==> config.mk <==
export PLATFORM = sky130hd
export DESIGN_NAME = vx_barrier_unit
export DESIGN_NICKNAME = d
export VERILOG_FILES = /design/src/rtl/vx_barrier_unit_pkg.sv /design/src/rtl/vx_barrier_unit_slot.sv /design/src/rtl/vx_barrier_unit.sv
export SDC_FILE = /design/constraint.sdc
export NUM_CORES = 1
export LEC_CHECK = 0
export CELL_PAD_IN_SITES_DETAIL_PLACEMENT = 0
export CELL_PAD_IN_SITES_GLOBAL_PLACEMENT = 2
export CORE_MARGIN = 2
export CORE_UTILIZATION = 30
export CTS_CLUSTER_SIZE = 16
export DETAILED_ROUTE_END_ITERATION = 12
export GPL_ROUTABILITY_DRIVEN = 1
export PLACE_DENSITY_LB_ADDON = 0.2
export REMOVE_ABC_BUFFERS = 1
export SYNTH_ARGS = -nofsm -noshare
export SYNTH_HDL_FRONTEND = slang
export SYNTH_HIERARCHICAL = 1
export SYNTH_SLANG_ARGS = --single-unit
==> constraint.sdc <==
create_clock -name clk -period 3.8 [get_ports clk]
set_input_delay 0.76 -clock clk [delete_from_list [all_inputs] [get_ports clk]]
set_output_delay 0.76 -clock clk [all_outputs]
set_load 0.05 [all_outputs]
==> src/rtl/vx_barrier_unit_pkg.sv <==
// Shared types for the warp barrier unit: request/release records and slot state.
package vx_barrier_unit_pkg;

  localparam int DEF_NUM_WARPS    = 4;
  localparam int DEF_NUM_BARRIERS = 4;
  localparam int DEF_NW_BITS      = (DEF_NUM_WARPS > 1) ? $clog2(DEF_NUM_WARPS) : 1;
  localparam int DEF_NB_BITS      = (DEF_NUM_BARRIERS > 1) ? $clog2(DEF_NUM_BARRIERS) : 1;

  typedef struct packed {
    logic                   valid;
    logic [DEF_NB_BITS-1:0] id;
    logic [DEF_NW_BITS-1:0] size_m1;
  } gpu_barrier_t;

  localparam int GPU_BARRIER_BITS = $bits(gpu_barrier_t);

  typedef struct packed {
    logic                     valid;
    logic [DEF_NB_BITS-1:0]   id;
    logic [DEF_NUM_WARPS-1:0] mask;
  } gpu_barrier_release_t;

  localparam int GPU_BARRIER_RELEASE_BITS = $bits(gpu_barrier_release_t);

  typedef enum logic {
    SLOT_IDLE = 1'b0,
    SLOT_WAIT = 1'b1
  } slot_state_e;

endpackage

==> src/rtl/vx_barrier_unit_slot.sv <==
// One barrier slot: tracks waiting warps, arrival count and the latched group size.
module vx_barrier_unit_slot
  import vx_barrier_unit_pkg::*;
#(
  parameter int NUM_WARPS = DEF_NUM_WARPS,
  parameter int NW_BITS   = DEF_NW_BITS
) (
  input  logic                 clk,
  input  logic                 reset,
  input  logic                 flush,
  input  logic                 req,
  input  logic [NW_BITS-1:0]   size_m1,
  input  logic [NW_BITS-1:0]   wid,
  output logic                 busy,
  output logic [NUM_WARPS-1:0] mask,
  output logic                 fire,
  output logic [NUM_WARPS-1:0] fire_mask,
  output logic                 size_err
);

  slot_state_e          state_q, state_d;
  logic [NUM_WARPS-1:0] mask_q, mask_d;
  logic [NW_BITS-1:0]   count_q, count_d;
  logic [NW_BITS-1:0]   size_q, size_d;
  logic [NUM_WARPS-1:0] wid_bit;

  assign wid_bit = NUM_WARPS'(1) << wid;

  always_comb begin
    state_d   = state_q;
    mask_d    = mask_q;
    count_d   = count_q;
    size_d    = size_q;
    fire      = 1'b0;
    fire_mask = '0;
    size_err  = 1'b0;
    if (req) begin
      case (state_q)
        SLOT_IDLE: begin
          if (size_m1 == '0) begin
            fire      = 1'b1;
            fire_mask = wid_bit;
          end else begin
            state_d = SLOT_WAIT;
            mask_d  = wid_bit;
            count_d = NW_BITS'(1);
            size_d  = size_m1;
          end
        end
        default: begin
          // A size disagreement is flagged but the group size latched by the first arrival wins.
          size_err = (size_m1 != size_q);
          if (count_q == size_q) begin
            fire      = 1'b1;
            fire_mask = mask_q | wid_bit;
            state_d   = SLOT_IDLE;
            mask_d    = '0;
            count_d   = '0;
          end else begin
            mask_d  = mask_q | wid_bit;
            count_d = count_q + NW_BITS'(1);
          end
        end
      endcase
    end
    if (flush) begin
      state_d = SLOT_IDLE;
      mask_d  = '0;
      count_d = '0;
    end
  end

  always_ff @(posedge clk) begin
    if (!reset) begin
      state_q <= SLOT_IDLE;
      mask_q  <= '0;
      count_q <= '0;
      size_q  <= '0;
    end else begin
      state_q <= state_d;
      mask_q  <= mask_d;
      count_q <= count_d;
      size_q  <= size_d;
    end
  end

  assign busy = (state_q == SLOT_WAIT);
  assign mask = mask_q;

endmodule

==> src/rtl/vx_barrier_unit.sv <==
// Warp barrier unit: routes arrivals to per-slot trackers, registers release events and errors.
module vx_barrier_unit
  import vx_barrier_unit_pkg::*;
#(
  parameter int NUM_WARPS    = DEF_NUM_WARPS,
  parameter int NUM_BARRIERS = DEF_NUM_BARRIERS,
  parameter int NB_BITS      = (NUM_BARRIERS > 1) ? $clog2(NUM_BARRIERS) : 1,
  parameter int NW_BITS      = (NUM_WARPS > 1) ? $clog2(NUM_WARPS) : 1
) (
  input  logic                    clk,
  input  logic                    reset,
  input  gpu_barrier_t            barrier_in,
  input  logic [NW_BITS-1:0]      barrier_wid,
  output logic                    barrier_ready,
  input  logic                    flush,
  output logic [NUM_WARPS-1:0]    stall_mask,
  output logic                    release_valid,
  output logic [NB_BITS-1:0]      release_id,
  output logic [NUM_WARPS-1:0]    release_mask,
  output logic [NUM_BARRIERS-1:0] busy,
  output logic                    err_dup,
  output logic                    err_size
);

  logic                    accept;
  logic                    is_dup;
  logic [NUM_BARRIERS-1:0] slot_req;
  logic [NUM_BARRIERS-1:0] slot_fire;
  logic [NUM_BARRIERS-1:0] slot_size_err;
  logic [NUM_WARPS-1:0]    slot_mask      [NUM_BARRIERS];
  logic [NUM_WARPS-1:0]    slot_fire_mask [NUM_BARRIERS];

  logic                 release_valid_q, release_valid_d;
  logic [NB_BITS-1:0]   release_id_q, release_id_d;
  logic [NUM_WARPS-1:0] release_mask_q, release_mask_d;
  logic                 err_dup_q, err_dup_d;
  logic                 err_size_q, err_size_d;

  assign barrier_ready = reset && !flush;
  assign accept        = barrier_in.valid && barrier_ready;
  // A warp already parked on any barrier cannot arrive again until released.
  assign is_dup        = stall_mask[barrier_wid];

  generate
    for (genvar gi = 0; gi < NUM_BARRIERS; gi++) begin : g_slot
      assign slot_req[gi] = accept && !is_dup && (barrier_in.id == NB_BITS'(gi));

      vx_barrier_unit_slot #(
        .NUM_WARPS (NUM_WARPS),
        .NW_BITS   (NW_BITS)
      ) u_slot (
        .clk       (clk),
        .reset     (reset),
        .flush     (flush),
        .req       (slot_req[gi]),
        .size_m1   (barrier_in.size_m1),
        .wid       (barrier_wid),
        .busy      (busy[gi]),
        .mask      (slot_mask[gi]),
        .fire      (slot_fire[gi]),
        .fire_mask (slot_fire_mask[gi]),
        .size_err  (slot_size_err[gi])
      );
    end
  endgenerate

  always_comb begin
    stall_mask     = '0;
    release_mask_d = '0;
    for (int i = 0; i < NUM_BARRIERS; i++) begin
      stall_mask     = stall_mask | slot_mask[i];
      release_mask_d = release_mask_d | slot_fire_mask[i];
    end
    release_valid_d = |slot_fire;
    release_id_d    = release_valid_d ? barrier_in.id : '0;
    err_dup_d       = err_dup_q | (accept && is_dup);
    err_size_d      = err_size_q | (|slot_size_err);
  end

  always_ff @(posedge clk) begin
    if (!reset) begin
      release_valid_q <= 1'b0;
      release_id_q    <= '0;
      release_mask_q  <= '0;
      err_dup_q       <= 1'b0;
      err_size_q      <= 1'b0;
    end else begin
      release_valid_q <= release_valid_d;
      release_id_q    <= release_id_d;
      release_mask_q  <= release_mask_d;
      err_dup_q       <= err_dup_d;
      err_size_q      <= err_size_d;
    end
  end

  assign release_valid = release_valid_q;
  assign release_id    = release_id_q;
  assign release_mask  = release_mask_q;
  assign err_dup       = err_dup_q;
  assign err_size      = err_size_q;

endmodule

==> results.cfg, run 1 <==
[timing]
hold_viol_final = 0
min_period_ps = 3409
setup_viol = 0
fmax_mhz = 293.3
skew_ps = 12.54
worst_pin_slew_ps = 659.3
fin_crit_sh_pct = 89.71
hold_slack_ps = 481.2
fin_tns_setup_ps = 0
rsz0062_at_grt = false
slew_headroom_pct = 55.91
slew_violations = 0

[clock_tree]
cts_setup_buffers = 0
clk_pin_slew_ps = 100
ctsResizeCount = 0
clk_path_buf_depth = 2
cts_root_buf = clkbuf_8
htree_num_levels = 2
clock_sinks = 45
holdBufCountCts = 0
numCtsBuffers = 5
clk_latency_ps = 310
cts_tree = yes

[setup_path]
worstPathRequired_ps = 4070
critical-path-max-stage-delay_ps = 540
reg2reg_depth = 9
critPathMaxFanout = 13
crit_path_top_delay_cell = clkdlybuf4s50_1
crit_type = in -> reg
crit_chain = clkdlybuf4s50_1 > buf_4 > nand2_1 > o22a_4 > a2111oi_1 > nand2_1 > nor3_2 > a21oi_1 > inv_1 > o41a_1 > and2_1
cp-start-kind = input port
end_kind = register
worst_path_most_repeated_cell = nand2_1
cp.arrival_ps = 3680
r2r_slack_ps = 700

[synthesis]
syn_inst = 319
yosys_warnings = 6
synthArstFlopShare_pct = 0
synth_cell_type_count = 37
synth_edf_count = 0
synthFlopType = dfxtp_1
post_synth.cell_area_avg_um2 = 8.280
ys_seq_area_share_pct = 34.11
ys_ff_latch = 45
synth_area_mm2 = 0.002641

[power_and_ir_drop]
power_density_mw_per_mm2 = 294.8
ir_worst_vdd_v = 0.0001072
p_leak_nw = 1.139

[finish]
nNetsFinal = 380
final_cell_mix = nand2_1, dfxtp_1, a21oi_1, clkdlybuf4s50_1, inv_1
fill_cells = 956
antennaDiodeCount = 0
synthToLayoutAreaGrowth_pct = 24.59
final_common_cell = nand2_1
drive_above_1_share_pct = 19.41
fin_area_mm2 = 0.003291

[detailed_routing]
routed_via_density = 5.090
drt_iter0_drc = 105
routed-via-count = 2438
routed_wl_um = 7572
first_pass_iters = 4
wl_per_cell_um = 15.81
ant_nets = 0
drc = 0

[min_path]
holdPathStages = 1
hp-class = reg -> reg

[placement]
dp_hpwl_um = 5874
gp_congestion = 0.7799
io_buffers = 27
placed_cell_area_mm2 = 0.003176

[floorplan]
pin_count = 28
die-area_mm2 = 0.009571
initial_core_util_pct = 30.59
core_area_mm2 = 0.008636
die_h_um = 97.83
placement_rows = 34
die_x_um = 97.83

[grt]
grt_pass1_vias = 2410
grt_usage_pct = 16.19
grt_pass1_wl_um = 12450
grt_antenna_before_repair = 0
grt_max_degree = 21
grt_remaining_overflow = 0

[flow_run]
cap_violations = 0

[outcome]
outcome = finished, final reports clean
## sequential cells by signal, indices dropped and copies added, names as in the netlist
signal and flops:
err_dup 1, err_size 1, g_slot.u_slot/busy 4, g_slot.u_slot/count_q 8, g_slot.u_slot/mask 16, g_slot.u_slot/size_q 8
release_id 2, release_mask 4, release_valid 1
## cell type report
| type | instances | area (µm²) | share of cell area [%] |
|---|---|---|---|
| inverter | 23 | 86.33 | 2.624 |
| clock buffer | 5 | 68.82 | 2.091 |
| sequential | 45 | 900.9 | 27.38 |
| multi-input combinational | 250 | 1650 | 50.15 |
| tap | 108 | 135.1 | 4.106 |
| timing repair buffer | 45 | 402.9 | 12.24 |
| clock inverter | 3 | 46.29 | 1.407 |
## cell families (layout without fill, tap and decap cells)
kind of cell | after synthesis | in the layout | share of synthesized area [%]
AO/OA/AOI/OAI | 117 | 117 | 32.59
XOR/XNOR | 16 | 16 | 6.442
buffers and inverters | 24 | 76 | 3.410
flip-flops | 45 | 45 | 34.11
AND/OR/NAND/NOR | 117 | 117 | 23.45
## through the flow
stage	worst slack [ps]	instances	total power (W)	utilization (%)
after floorplan	737.5	318	0.0005407	-
after global placement	83.22	471	0.0005940	36.77
after detailed placement	45.20	471	0.0005933	36.77
after CTS	365.5	479	0.0009803	38.10
after global routing	110.0	479	0.001010	38.10
final	390.9	479	0.0009701	38.10
## cells in the mapped netlist, types with 5 or more instances
| cell | number | area, µm² |
|---|---|---|
| nor2_1 | 20 | 75.07 |
| o21ai_0 | 16 | 80.08 |
| dfxtp_1 | 45 | 900.9 |
| a211oi_2 | 16 | 200.2 |
| nor2b_1 | 5 | 31.28 |
| nand2b_1 | 6 | 37.54 |
| o41a_1 | 5 | 56.30 |
| a21boi_0 | 8 | 60.06 |
| a21oi_1 | 40 | 200.2 |
| nand2_1 | 49 | 183.9 |
| a31oi_1 | 12 | 75.07 |
| inv_1 | 23 | 86.33 |
| xnor2_1 | 8 | 70.07 |
## worst paths after layout
kind                   endpoint                startpoint
hold reg to reg        err_size                  err_size
hold / removal         err_size                  err_size
setup reg to reg  release_id[1]  g_slot[1].u_slot/mask[1]
setup / recovery  release_id[1]            barrier_wid[0]
## critical path: cells and delay by family
kind	cells	cell delay, ps
compound gates	4	1180
simple gates	4	890
buf+inv	3	850
## power by group
| group | switching [W] | internal (W) | leakage (nW) |
|---|---|---|---|
| sequential | 0.00000323 | 0.000474 | 0.363 |
| clock | 0.000190 | 0.000197 | 0.0543 |
| combinational | 0.0000646 | 0.0000407 | 0.722 |
## metal layers
metal / part of all wire, % / GRT usage [%] / routed length [µm]
met1: 49 / 22.47 / 3701
met2: 48 / 26.55 / 3613
met3: 2.5 / 2.434 / 186
met4: 0.95 / 3.846 / 72
met5: 0 / 0 / 0
Note: power is estimated with default switching activity, not from simulation.
==> run 2, diff against run 1 <==
--- a/config.mk
+++ b/config.mk
@@ -5,9 +5,9 @@
 export SDC_FILE = /design/constraint.sdc
 export NUM_CORES = 1
 export LEC_CHECK = 0
-export CELL_PAD_IN_SITES_DETAIL_PLACEMENT = 0
+export CELL_PAD_IN_SITES_DETAIL_PLACEMENT = 1
 export CELL_PAD_IN_SITES_GLOBAL_PLACEMENT = 2
-export CORE_MARGIN = 2
+export CORE_MARGIN = 5
 export CORE_UTILIZATION = 30
 export CTS_CLUSTER_SIZE = 16
 export DETAILED_ROUTE_END_ITERATION = 12
==> constraint.sdc (replaced) <==
create_clock -name clk -period 3.65 [get_ports clk]
set_input_delay 0.73 -clock clk [delete_from_list [all_inputs] [get_ports clk]]
set_output_delay 0.73 -clock clk [all_outputs]
set_load 0.05 [all_outputs]
==> results.cfg, run 2 (synthesis gave the netlist of run 1 again) <==
[timing]
fin_crit_sh_pct = 90.78
fmax_mhz = 301.8
fin_tns_setup_ps = 0
hold_slack_ps = 476.6
slew_violations = 0
rsz0062_at_grt = false
hold_viol_final = 0
worst_pin_slew_ps = 616.8
setup_viol = 0
slew_headroom_pct = 58.79
skew_ps = 7.080
min_period_ps = 3313

[min_path]
min_to = err_size
holdPathStages = 1
hold_start = err_size
hp-class = reg -> reg

[placement]
gp_congestion = 0.7515
io_buffers = 27
dp.cells = 474
dp_hpwl_um = 6328

[floorplan]
die_x_um = 103.8
die_h_um = 103.8
pin_count = 28
placement_rows = 34
initial_core_util_pct = 30.59
core_area_mm2 = 0.008636
die-area_mm2 = 0.01078

[detailed_routing]
drt_iter0_drc = 69
drt-met1-wl_um = 4003
routed.top_layer = met4
routed-via-count = 2481
wl_met2_um = 3825
routed_wl_um = 8052
routed_via_density = 5.147
wl_met3_um = 179
wl_per_cell_um = 16.71
first_pass_iters = 4
drc = 0
ant_nets = 0

[clock_tree]
clk_latency_ps = 300
clock_sinks = 45
cts_root_buf = clkbuf_8
clk_path_buf_depth = 2
holdBufCountCts = 0
clk_pin_slew_ps = 90
numCtsBuffers = 5
cts_tree = yes
cts_setup_buffers = 0
htree_num_levels = 2

[setup_path]
cp.arrival_ps = 3540
worstPathRequired_ps = 3880
r2r_slack_ps = 680
critPathMaxFanout = 13
end_kind = register
cp-start-kind = input port
r2r-end = g_slot[3].u_slot/mask[3]
reg2reg_depth = 7
r2r_start = g_slot[1].u_slot/mask[1]
crit_type = in -> reg

[flow_run]
cap_violations = 0

[grt]
grt_max_degree = 21
grt_pass1_vias = 2621
grt_pass1_wl_um = 13570
grt_remaining_overflow = 0
grt_usage_pct = 15.16
grt_antenna_before_repair = 0

[finish]
final_cells = 482
final_cell_mix = nand2_1, dfxtp_1, a21oi_1, clkdlybuf4s50_1, inv_1
drive_above_1_share_pct = 20.05
nNetsFinal = 383
final_common_cell = nand2_1
antennaDiodeCount = 0
synthToLayoutAreaGrowth_pct = 25.86
largest_register_ffs = 16
final_util_pct = 38.50

[power_and_ir_drop]
p_leak_nw = 1.159
power_density_mw_per_mm2 = 306.2
ir_worst_vdd_v = 0.0001558
finalPower_w = 0.001018

[outcome]
outcome = finished, final reports clean
## run 2: per-stage QoR
step / setup slack, ps / cell area [µm²]
floorplan: 587.5 / 2638
global placement: 88.26 / 3198
detailed placement: -75.97 / 3198
CTS: 233.1 / 3318
global route: 85.63 / 3324
finish: 336.5 / 3324
## run 2: repair_timing
item | in CTS | in global routing
hold endpoints to repair | 0 | 0
gates resized for setup | 0 | 1
endpoints found under the setup margin | 0 | 2
## run 2: metal layers
metal	up-vias	global-route usage [%]
met4	0	2.498
met5	-	0
met2	27	25.32
met3	4	2.674
met1	1205	20.72
li1	1245	-
## run 2: worst max-delay path, cell delays in order
cell	delay (ps)
clkdlybuf4s50_1	540
buf_4	220
nand2b_1	80
o22a_1	290
a2111oi_1	510
buf_4	210
nor3b_1	520
a31oi_1	200
a211oi_2	230
## run 2: layout make-up
| cell class | count | area (µm²) |
|---|---|---|
| fillers | 1042 | 5311 |
| well taps | 108 | 135.1 |
| repair buffers | 48 | 425.4 |
| flip-flops and latches | 45 | 900.9 |
| clock buffers | 6 | 82.58 |
| multi-input cells | 250 | 1657 |
| clock inverters | 2 | 37.54 |
| inverters | 23 | 86.33 |
## run 2: report_power, final
part / switching, W / internal (W)
Sequential: 0.00000352 / 0.000493
Clock: 0.000188 / 0.000223
Combinational: 0.0000678 / 0.0000426
Total: 0.000259 / 0.000759
## run 2: worst max-delay path by stage
stage                                   from  cells after the start  slack [ps]                  endpoint
floorplan           g_slot[1].u_slot/mask[1]                      9         590             release_id[0]
global placement              barrier_wid[0]                     11          90             release_id[0]
detailed placement            barrier_wid[0]                     11         -80             release_id[0]
CTS                           barrier_wid[0]                     11         230             release_id[0]
global route                  barrier_wid[0]                     11          90             release_id[0]
finish                        barrier_wid[0]                      9         340  g_slot[3].u_slot/mask[3]
